$ cat src/rtl/misr_pkg.sv
// Shared types and constants for the MISR peripheral: FSM states,
// register offsets, CTRL bit positions and the default polynomial.
package misr_pkg;

    typedef enum logic [1:0] {
        ST_IDLE = 2'd0,
        ST_RUN  = 2'd1,
        ST_DONE = 2'd2
    } misr_state_e;

    // Byte offsets relative to the peripheral base address
    localparam logic [7:0] CTRL_OFF   = 8'h00;
    localparam logic [7:0] SEED_OFF   = 8'h04;
    localparam logic [7:0] POLY_OFF   = 8'h08;
    localparam logic [7:0] DIN_OFF    = 8'h0C;
    localparam logic [7:0] SIG_OFF    = 8'h10;
    localparam logic [7:0] COUNT_OFF  = 8'h14;
    localparam logic [7:0] TARGET_OFF = 8'h18;
    localparam logic [7:0] STATUS_OFF = 8'h1C;

    // First unmapped offset; everything at or above it raises err
    localparam logic [7:0] MAP_LIMIT  = 8'h20;

    // CTRL register bit positions
    localparam int CTRL_EN_BIT     = 0;
    localparam int CTRL_CLR_BIT    = 1;
    localparam int CTRL_STREAM_BIT = 2;

    // CRC-32 polynomial loaded into POLY at reset
    localparam logic [31:0] DEFAULT_POLY = 32'h04C1_1DB7;

    // CTRL read-back image; CLR is self-clearing so it always reads 0
    function automatic logic [31:0] pack_ctrl(input logic en, input logic stream);
        logic [31:0] word;
        word = '0;
        word[CTRL_EN_BIT]     = en;
        word[CTRL_STREAM_BIT] = stream;
        return word;
    endfunction

endpackage

$ cat src/rtl/misr_core.sv
// Signature register and single-step MISR update. A seed load takes
// priority over a step issued in the same cycle.
module misr_core
    import misr_pkg::*;
#(
    parameter int NBIT_MISR_DATA = 32
) (
    input  logic                      clk_i,
    input  logic                      rst_ni,
    input  logic                      step_i,
    input  logic [NBIT_MISR_DATA-1:0] din_i,
    input  logic                      load_seed_i,
    input  logic [NBIT_MISR_DATA-1:0] seed_i,
    input  logic [NBIT_MISR_DATA-1:0] poly_i,
    output logic [NBIT_MISR_DATA-1:0] sig_o
);

    logic [NBIT_MISR_DATA-1:0] sig_reg;
    logic [NBIT_MISR_DATA-1:0] sig_next;
    logic [NBIT_MISR_DATA-1:0] shifted;
    logic [NBIT_MISR_DATA-1:0] feedback;

    // Left shift by one with a zero entering the LSB
    for (genvar gi = 0; gi < NBIT_MISR_DATA; gi++) begin : g_shift
        if (gi == 0) begin : g_lsb
            assign shifted[gi] = 1'b0;
        end else begin : g_upper
            assign shifted[gi] = sig_reg[gi-1];
        end
    end

    // Polynomial is folded back in whenever the bit shifted out is set
    for (genvar gi = 0; gi < NBIT_MISR_DATA; gi++) begin : g_fb
        assign feedback[gi] = sig_reg[NBIT_MISR_DATA-1] & poly_i[gi];
    end

    assign sig_next = shifted ^ feedback ^ din_i;
    assign sig_o    = sig_reg;

    // Signature register: seed load wins over a step
    always_ff @(posedge clk_i or negedge rst_ni) begin
        if (!rst_ni) begin
            sig_reg <= '0;
        end else if (load_seed_i) begin
            sig_reg <= seed_i;
        end else if (step_i) begin
            sig_reg <= sig_next;
        end
    end

endmodule

$ cat src/rtl/misr_periph.sv
// Memory-mapped MISR peripheral: register file, IDLE/RUN/DONE control
// FSM, bus/stream step arbitration and registered read port.
module misr_periph
    import misr_pkg::*;
#(
    parameter int NBIT_MISR_DATA = 32,
    parameter int NBIT_MISR_ADDR = 32,
    parameter logic [NBIT_MISR_ADDR-1:0] MISR_PERIPH_START_ADDR = NBIT_MISR_ADDR'(2**25)
) (
    input  logic                      clk_i,
    input  logic                      rst_ni,
    input  logic                      re_i,
    input  logic                      we_i,
    input  logic [NBIT_MISR_ADDR-1:0] addr_i,
    input  logic [NBIT_MISR_DATA-1:0] data_i,
    output logic [NBIT_MISR_DATA-1:0] rdata_o,
    output logic                      rvalid_o,
    output logic                      err_o,
    input  logic                      stream_valid_i,
    input  logic [NBIT_MISR_DATA-1:0] stream_data_i,
    output logic                      stream_ready_o,
    output logic                      done_o
);

    misr_state_e state_reg;
    misr_state_e state_next;

    logic                      en_reg;
    logic                      stream_reg;
    logic [NBIT_MISR_DATA-1:0] seed_reg;
    logic [NBIT_MISR_DATA-1:0] poly_reg;
    logic [NBIT_MISR_DATA-1:0] target_reg;
    logic [NBIT_MISR_DATA-1:0] count_reg;
    logic [NBIT_MISR_DATA-1:0] count_inc;
    logic [NBIT_MISR_DATA-1:0] sig;

    logic [NBIT_MISR_DATA-1:0] rdata_reg;
    logic [NBIT_MISR_DATA-1:0] rdata_next;
    logic                      rvalid_reg;
    logic                      err_reg;

    logic [NBIT_MISR_ADDR-1:0] offset;
    logic [5:0]                word;
    logic                      mapped;
    logic                      ctrl_wr;
    logic                      seed_wr;
    logic                      poly_wr;
    logic                      target_wr;
    logic                      din_hit;
    logic                      clr;
    logic                      running;
    logic                      stream_ready;
    logic                      stream_fire;
    logic                      step;
    logic [NBIT_MISR_DATA-1:0] step_data;

    // Address decode relative to the base; low two offset bits are ignored
    assign offset    = addr_i - MISR_PERIPH_START_ADDR;
    assign word      = offset[7:2];
    assign mapped    = offset < {{(NBIT_MISR_ADDR-8){1'b0}}, MAP_LIMIT};
    assign ctrl_wr   = we_i & mapped & (word == CTRL_OFF[7:2]);
    assign seed_wr   = we_i & mapped & (word == SEED_OFF[7:2]);
    assign poly_wr   = we_i & mapped & (word == POLY_OFF[7:2]);
    assign target_wr = we_i & mapped & (word == TARGET_OFF[7:2]);
    assign din_hit   = we_i & mapped & (word == DIN_OFF[7:2]);
    assign clr       = ctrl_wr & data_i[CTRL_CLR_BIT];

    // A bus DIN write owns the step slot; the stream source holds its word
    assign running      = (state_reg == ST_RUN);
    assign stream_ready = running & stream_reg & ~din_hit;
    assign stream_fire  = stream_valid_i & stream_ready;
    assign step         = running & (din_hit | stream_fire);
    assign step_data    = din_hit ? data_i : stream_data_i;
    assign count_inc    = (count_reg == '1) ? count_reg : count_reg + 1'b1;

    assign stream_ready_o = stream_ready;
    assign done_o         = (state_reg == ST_DONE);
    assign rdata_o        = rdata_reg;
    assign rvalid_o       = rvalid_reg;
    assign err_o          = err_reg;

    misr_core #(
        .NBIT_MISR_DATA(NBIT_MISR_DATA)
    ) u_core (
        .clk_i      (clk_i),
        .rst_ni     (rst_ni),
        .step_i     (step),
        .din_i      (step_data),
        .load_seed_i(clr),
        .seed_i     (seed_reg),
        .poly_i     (poly_reg),
        .sig_o      (sig)
    );

    // FSM state register
    always_ff @(posedge clk_i or negedge rst_ni) begin
        if (!rst_ni) begin
            state_reg <= ST_IDLE;
        end else begin
            state_reg <= state_next;
        end
    end

    // FSM next state: CLR overrides every other transition
    always_comb begin
        state_next = state_reg;
        case (state_reg)
            ST_IDLE: begin
                if (ctrl_wr && data_i[CTRL_EN_BIT]) begin
                    state_next = ST_RUN;
                end
            end
            ST_RUN: begin
                if (ctrl_wr && !data_i[CTRL_EN_BIT]) begin
                    state_next = ST_IDLE;
                end else if (step && (target_reg != '0) && (count_inc == target_reg)) begin
                    state_next = ST_DONE;
                end
            end
            ST_DONE: begin
                if (ctrl_wr && !data_i[CTRL_EN_BIT]) begin
                    state_next = ST_IDLE;
                end
            end
            default: state_next = ST_IDLE;
        endcase
        if (clr) begin
            state_next = ST_IDLE;
        end
    end

    // Software-visible configuration registers
    always_ff @(posedge clk_i or negedge rst_ni) begin
        if (!rst_ni) begin
            en_reg     <= 1'b0;
            stream_reg <= 1'b0;
            seed_reg   <= '0;
            poly_reg   <= NBIT_MISR_DATA'(DEFAULT_POLY);
            target_reg <= '0;
        end else begin
            if (ctrl_wr) begin
                en_reg     <= data_i[CTRL_EN_BIT];
                stream_reg <= data_i[CTRL_STREAM_BIT];
            end
            if (seed_wr) begin
                seed_reg <= data_i;
            end
            if (poly_wr) begin
                poly_reg <= data_i;
            end
            if (target_wr) begin
                target_reg <= data_i;
            end
        end
    end

    // Step counter, saturating, cleared by CLR
    always_ff @(posedge clk_i or negedge rst_ni) begin
        if (!rst_ni) begin
            count_reg <= '0;
        end else if (clr) begin
            count_reg <= '0;
        end else if (step) begin
            count_reg <= count_inc;
        end
    end

    // Read mux; DIN and unmapped offsets read as zero
    always_comb begin
        rdata_next = '0;
        if (mapped) begin
            case (word)
                CTRL_OFF[7:2]:   rdata_next = NBIT_MISR_DATA'(pack_ctrl(en_reg, stream_reg));
                SEED_OFF[7:2]:   rdata_next = seed_reg;
                POLY_OFF[7:2]:   rdata_next = poly_reg;
                SIG_OFF[7:2]:    rdata_next = sig;
                COUNT_OFF[7:2]:  rdata_next = count_reg;
                TARGET_OFF[7:2]: rdata_next = target_reg;
                STATUS_OFF[7:2]: rdata_next = {{(NBIT_MISR_DATA-2){1'b0}}, state_reg};
                default:         rdata_next = '0;
            endcase
        end
    end

    // Registered read response and error pulse; a write wins over a read
    always_ff @(posedge clk_i or negedge rst_ni) begin
        if (!rst_ni) begin
            rdata_reg  <= '0;
            rvalid_reg <= 1'b0;
            err_reg    <= 1'b0;
        end else begin
            rvalid_reg <= re_i & ~we_i;
            if (re_i && !we_i) begin
                rdata_reg <= rdata_next;
            end
            err_reg <= (re_i | we_i) & ~mapped;
        end
    end

endmodule

$ cat config.mk
export PLATFORM = sky130hd
export DESIGN_NAME = misr_periph
export DESIGN_NICKNAME = d
export VERILOG_FILES = /design/src/rtl/misr_pkg.sv /design/src/rtl/misr_core.sv /design/src/rtl/misr_periph.sv
export SDC_FILE = /design/constraint.sdc
export NUM_CORES = 1
export LEC_CHECK = 0
export BUFFER_PORTS_ARGS = -buffer_cell sky130_fd_sc_hd__buf_4
export CORE_ASPECT_RATIO = 0.75
export CORE_MARGIN = 5
export CORE_UTILIZATION = 30
export DETAILED_ROUTE_END_ITERATION = 10
export SYNTH_ARGS = -nofsm -noshare
export SYNTH_HDL_FRONTEND = slang
export SYNTH_SLANG_ARGS = --single-unit
export TNS_END_PERCENT = 100
$ cat constraint.sdc
create_clock -name clk_i -period 4.7 [get_ports clk_i]
set_clock_uncertainty 0.2 [all_clocks]
set_input_delay 0.235 -clock clk_i [delete_from_list [all_inputs] [get_ports clk_i]]
set_output_delay 0.235 -clock clk_i [all_outputs]
set_load 0.02 [all_outputs]
==> flow_summary.yaml <==
run_status:
  outcome: "completed"
clocking:
  worst_skew_pair.late_latency_ns: 0.46
  post_cts_hold_buffer_count: 35
  cts_buffers: 17
  clk_pin_slew_ns: 0.08
  ctsRootBufferMaster: "sky130_fd_sc_hd__clkbuf_16"
  clock_sinks: 198
  post_cts_setup_driven_buffer_insertion_count: 0
  post_cts_resize_count: 0
  cts-htree-levels: 4
  max-clock-path-buffers: 2
  cts_tree: "built"
worst_setup_path:
  crit_path_cell_trace: "ha_1 -> nand3_1 -> or4_1 -> or3_1 -> and3_4 -> nor3_2 -> nand4_1 -> nor4_1 -> nand4_1 -> nor4b_1"
  critPathLaunchType: "register"
  worstPathMaxFanout: 8
  cell_type_of_the_slowest_stage_on_the_worst_timing_path: "sky130_fd_sc_hd__or4_1"
  worst-setup-path-type: "register to register"
  worst-path-buf-inv: 0
  cp-end-kind: "register"
  path_common_cell: "sky130_fd_sc_hd__nand4_1"
  crit_path_arrival_time_ns: 4.13
  r2r_setup_slack_ns: 0.69
  required_ns: 4.82
  slowest_delay_ns: 0.65
  critical_path.top_delay_family: "simple AND/OR/NAND/NOR gates"
  critPathLaunch: "count_reg[0]$_DFFE_PN0P_"
  crit-reg2reg-launch: "count_reg[0]$_DFFE_PN0P_"
global_routing:
  number_of_global_route_vias_before_repair: 9480
  grt_usage_pct: 17.7
  grt_max_degree: 112
  global_route_wire_length_before_repair_mm: 58.4
  antenna_violations_before_repair: 0
  overflow: 0
sta:
  postLayoutSetupSlackWorst_ns: 0.690
  final_critical_path_required_period_ns: 4.01
  finalCritPeriodShare_pct: 85.3
  fmax_mhz: 249
  report.final.slew_viol_count: 0
  rsz0062_at_grt: "no"
  setup-violations-final: 0
  relative_max_transition_margin_pct: 33.9
  worst-slew-pin-transition_ns: 0.992
  finalSetupTns_ns: 0
  report.final.hold_viol_count: 0
drt:
  final_antenna_net_count: 0
  wl_met2_mm: 15.5
  finalWirelength_mm: 37.2
  initialDrtViolationCount: 1090
  drt-vias-per-instance: 5.36
  drc: 0
  num_vias: 9711
  dr_wl_met3_mm: 2.24
  drtPass1Iterations: 5
  dr.max_layer_used: "met4"
  met1_wire_length_mm: 18.9
  wl_per_cell_um: 20.6
synthesis:
  synth_cell_types: 62
  post_synth.cell_area_avg_um2: 9.78
  synth_top_area_share_pct: 40.4
  post_synth_main_area_contributors: "sky130_fd_sc_hd__dfrtp_1 40%, sky130_fd_sc_hd__mux2_2 9.8%, sky130_fd_sc_hd__xnor2_1 5.6%"
  count_of_mapped_cells_out_of_synthesis: 1165
  synth_most_common_cell: "sky130_fd_sc_hd__dfrtp_1"
  synthFlopType: "sky130_fd_sc_hd__dfrtp_1"
  synth_seq_cells: 198
  edff_count_synth: 0
  synth.largest_area_cell: "sky130_fd_sc_hd__dfrtp_1"
  synthesis.yosys.warnings: 0
  synth_seq_area_share_pct: 43.7
  syn-num-nets: 1268
  synth.top_cells.by_count: "184 x sky130_fd_sc_hd__dfrtp_1, 164 x sky130_fd_sc_hd__nand2_1, 99 x sky130_fd_sc_hd__mux2_2"
  syn_area_um2: 11400
  synth-async-reset-ratio_pct: 100
worst_hold_path:
  min-delay-path-class: "input port to register"
  timing.hold.worst.start: "stream_data_i[25]"
floorplanning:
  io_pins: 137
  initial_utilization_pct: 30.6
  die_area_um2: 42000
  die_height_um: 179
  floorplan.die.width_um: 235
  site_rows: 61
  core-area_um2: 37200
cells_and_area:
  num_antenna_cells: 0
  layout-drive-gt1-share_pct: 24.5
  area_of_all_placed_cells_without_fillers_um2: 13900
  layout.nets: 1398
  area_growth_from_synthesis_to_layout_pct: 21.7
placed_design:
  place.gp.congestion: 0.956
  dp_slack_ns: 0.778
  io_buffer_count: 134
  postPlaceCellArea_um2: 13000
  dp_hpwl_mm: 26.4
pwr:
  power.ir.vdd_worst_uv: 205
  p_per_area_nw_per_um2: 239
  total_power_uw: 3310
  total_leakage_power_uw: 0.00599
flow_run:
  cap_viol_max_count: 0
-- layout by cell type, fill, tap and decap left out, types with 14 or more instances in the layout --
cell,instances
sky130_fd_sc_hd__a222oi_1,31
sky130_fd_sc_hd__a22o_1,33
sky130_fd_sc_hd__a22oi_1,33
sky130_fd_sc_hd__buf_4,159
sky130_fd_sc_hd__clkbuf_16,17
sky130_fd_sc_hd__dfrtp_1,184
sky130_fd_sc_hd__dfstp_2,14
sky130_fd_sc_hd__dlygate4sd3_1,35
sky130_fd_sc_hd__inv_1,15
sky130_fd_sc_hd__mux2_2,99
sky130_fd_sc_hd__mux2i_1,36
sky130_fd_sc_hd__nand2_1,164
sky130_fd_sc_hd__nand3_1,27
sky130_fd_sc_hd__nand4_1,16
sky130_fd_sc_hd__nor2_1,64
sky130_fd_sc_hd__nor3_1,20
sky130_fd_sc_hd__nor4_1,23
sky130_fd_sc_hd__o21ai_0,78
sky130_fd_sc_hd__xnor2_1,73
sky130_fd_sc_hd__xor2_1,55
-- worst reg2reg max path, delay by kind of cell, from the launching register on --
family / cells / cell delay [ns]
AND/OR/NAND/NOR: 9 / 2.86
adder cells (fa/ha/maj): 1 / 0.28
flip-flops: 1 / 0.52
-- metal layers --
layer	up-vias	GRT usage, %
met3	36	3.09
met4	0	4.94
met1	4863	27.3
li1	4499	-
met2	313	25.4
met5	-	0
-- stage by stage --
step | hold WS [ns] | util, % | instances
floorplan | -0.261 | - | 1165
global placement | 0.246 | 34.8 | 1745
detailed placement | 0.255 | 34.8 | 1745
CTS | 0.0544 | 37.2 | 1812
global route | 0.103 | 37.2 | 1812
finish | 0.0705 | 37.2 | 1812
-- final cells by class --
class	count	area [µm²]
fillers	3766	23400
multi-input cells	865	6030
clock buffers	20	447
inverters	15	56.3
repair buffers	198	1620
flip-flops and latches	198	4970
clock inverters	12	100
well taps	504	631
-- path summary, 6_finish.rpt --
kind,end,cells past startpoint
min in group asynchronous,rdata_o[5]$_DFFE_PN0P_,2
max in group asynchronous,poly_reg[16]$_DFFE_PN1P_,3
worst max register to register,state_reg[0]$_DFFE_PN0P_,10
worst max-delay path,state_reg[0]$_DFFE_PN0P_,10
worst min register to register,rdata_o[28]$_DFFE_PN0P_,1
worst min-delay path,u_core.sig_o[25]$_DFFE_PN0P_,6
-- logic make-up after synthesis --
group           synth area share (%)
compound gates                  14.1
xor+xnor                        9.84
fa+ha+maj                      0.220
buf+inv                         3.60
flops                           43.7
mux                             13.0
simple gates                    15.7
-- power by group --
| group | internal [µW] | switching, µW | leakage [µW] | total, µW |
|---|---|---|---|---|
| sequential | 1700 | 0.270 | 0.00268 | 1700 |
| clock | 699 | 711 | 0.000253 | 1410 |
| combinational | 95.9 | 102 | 0.00305 | 197 |
Note: power is estimated with default switching activity, not from simulation.
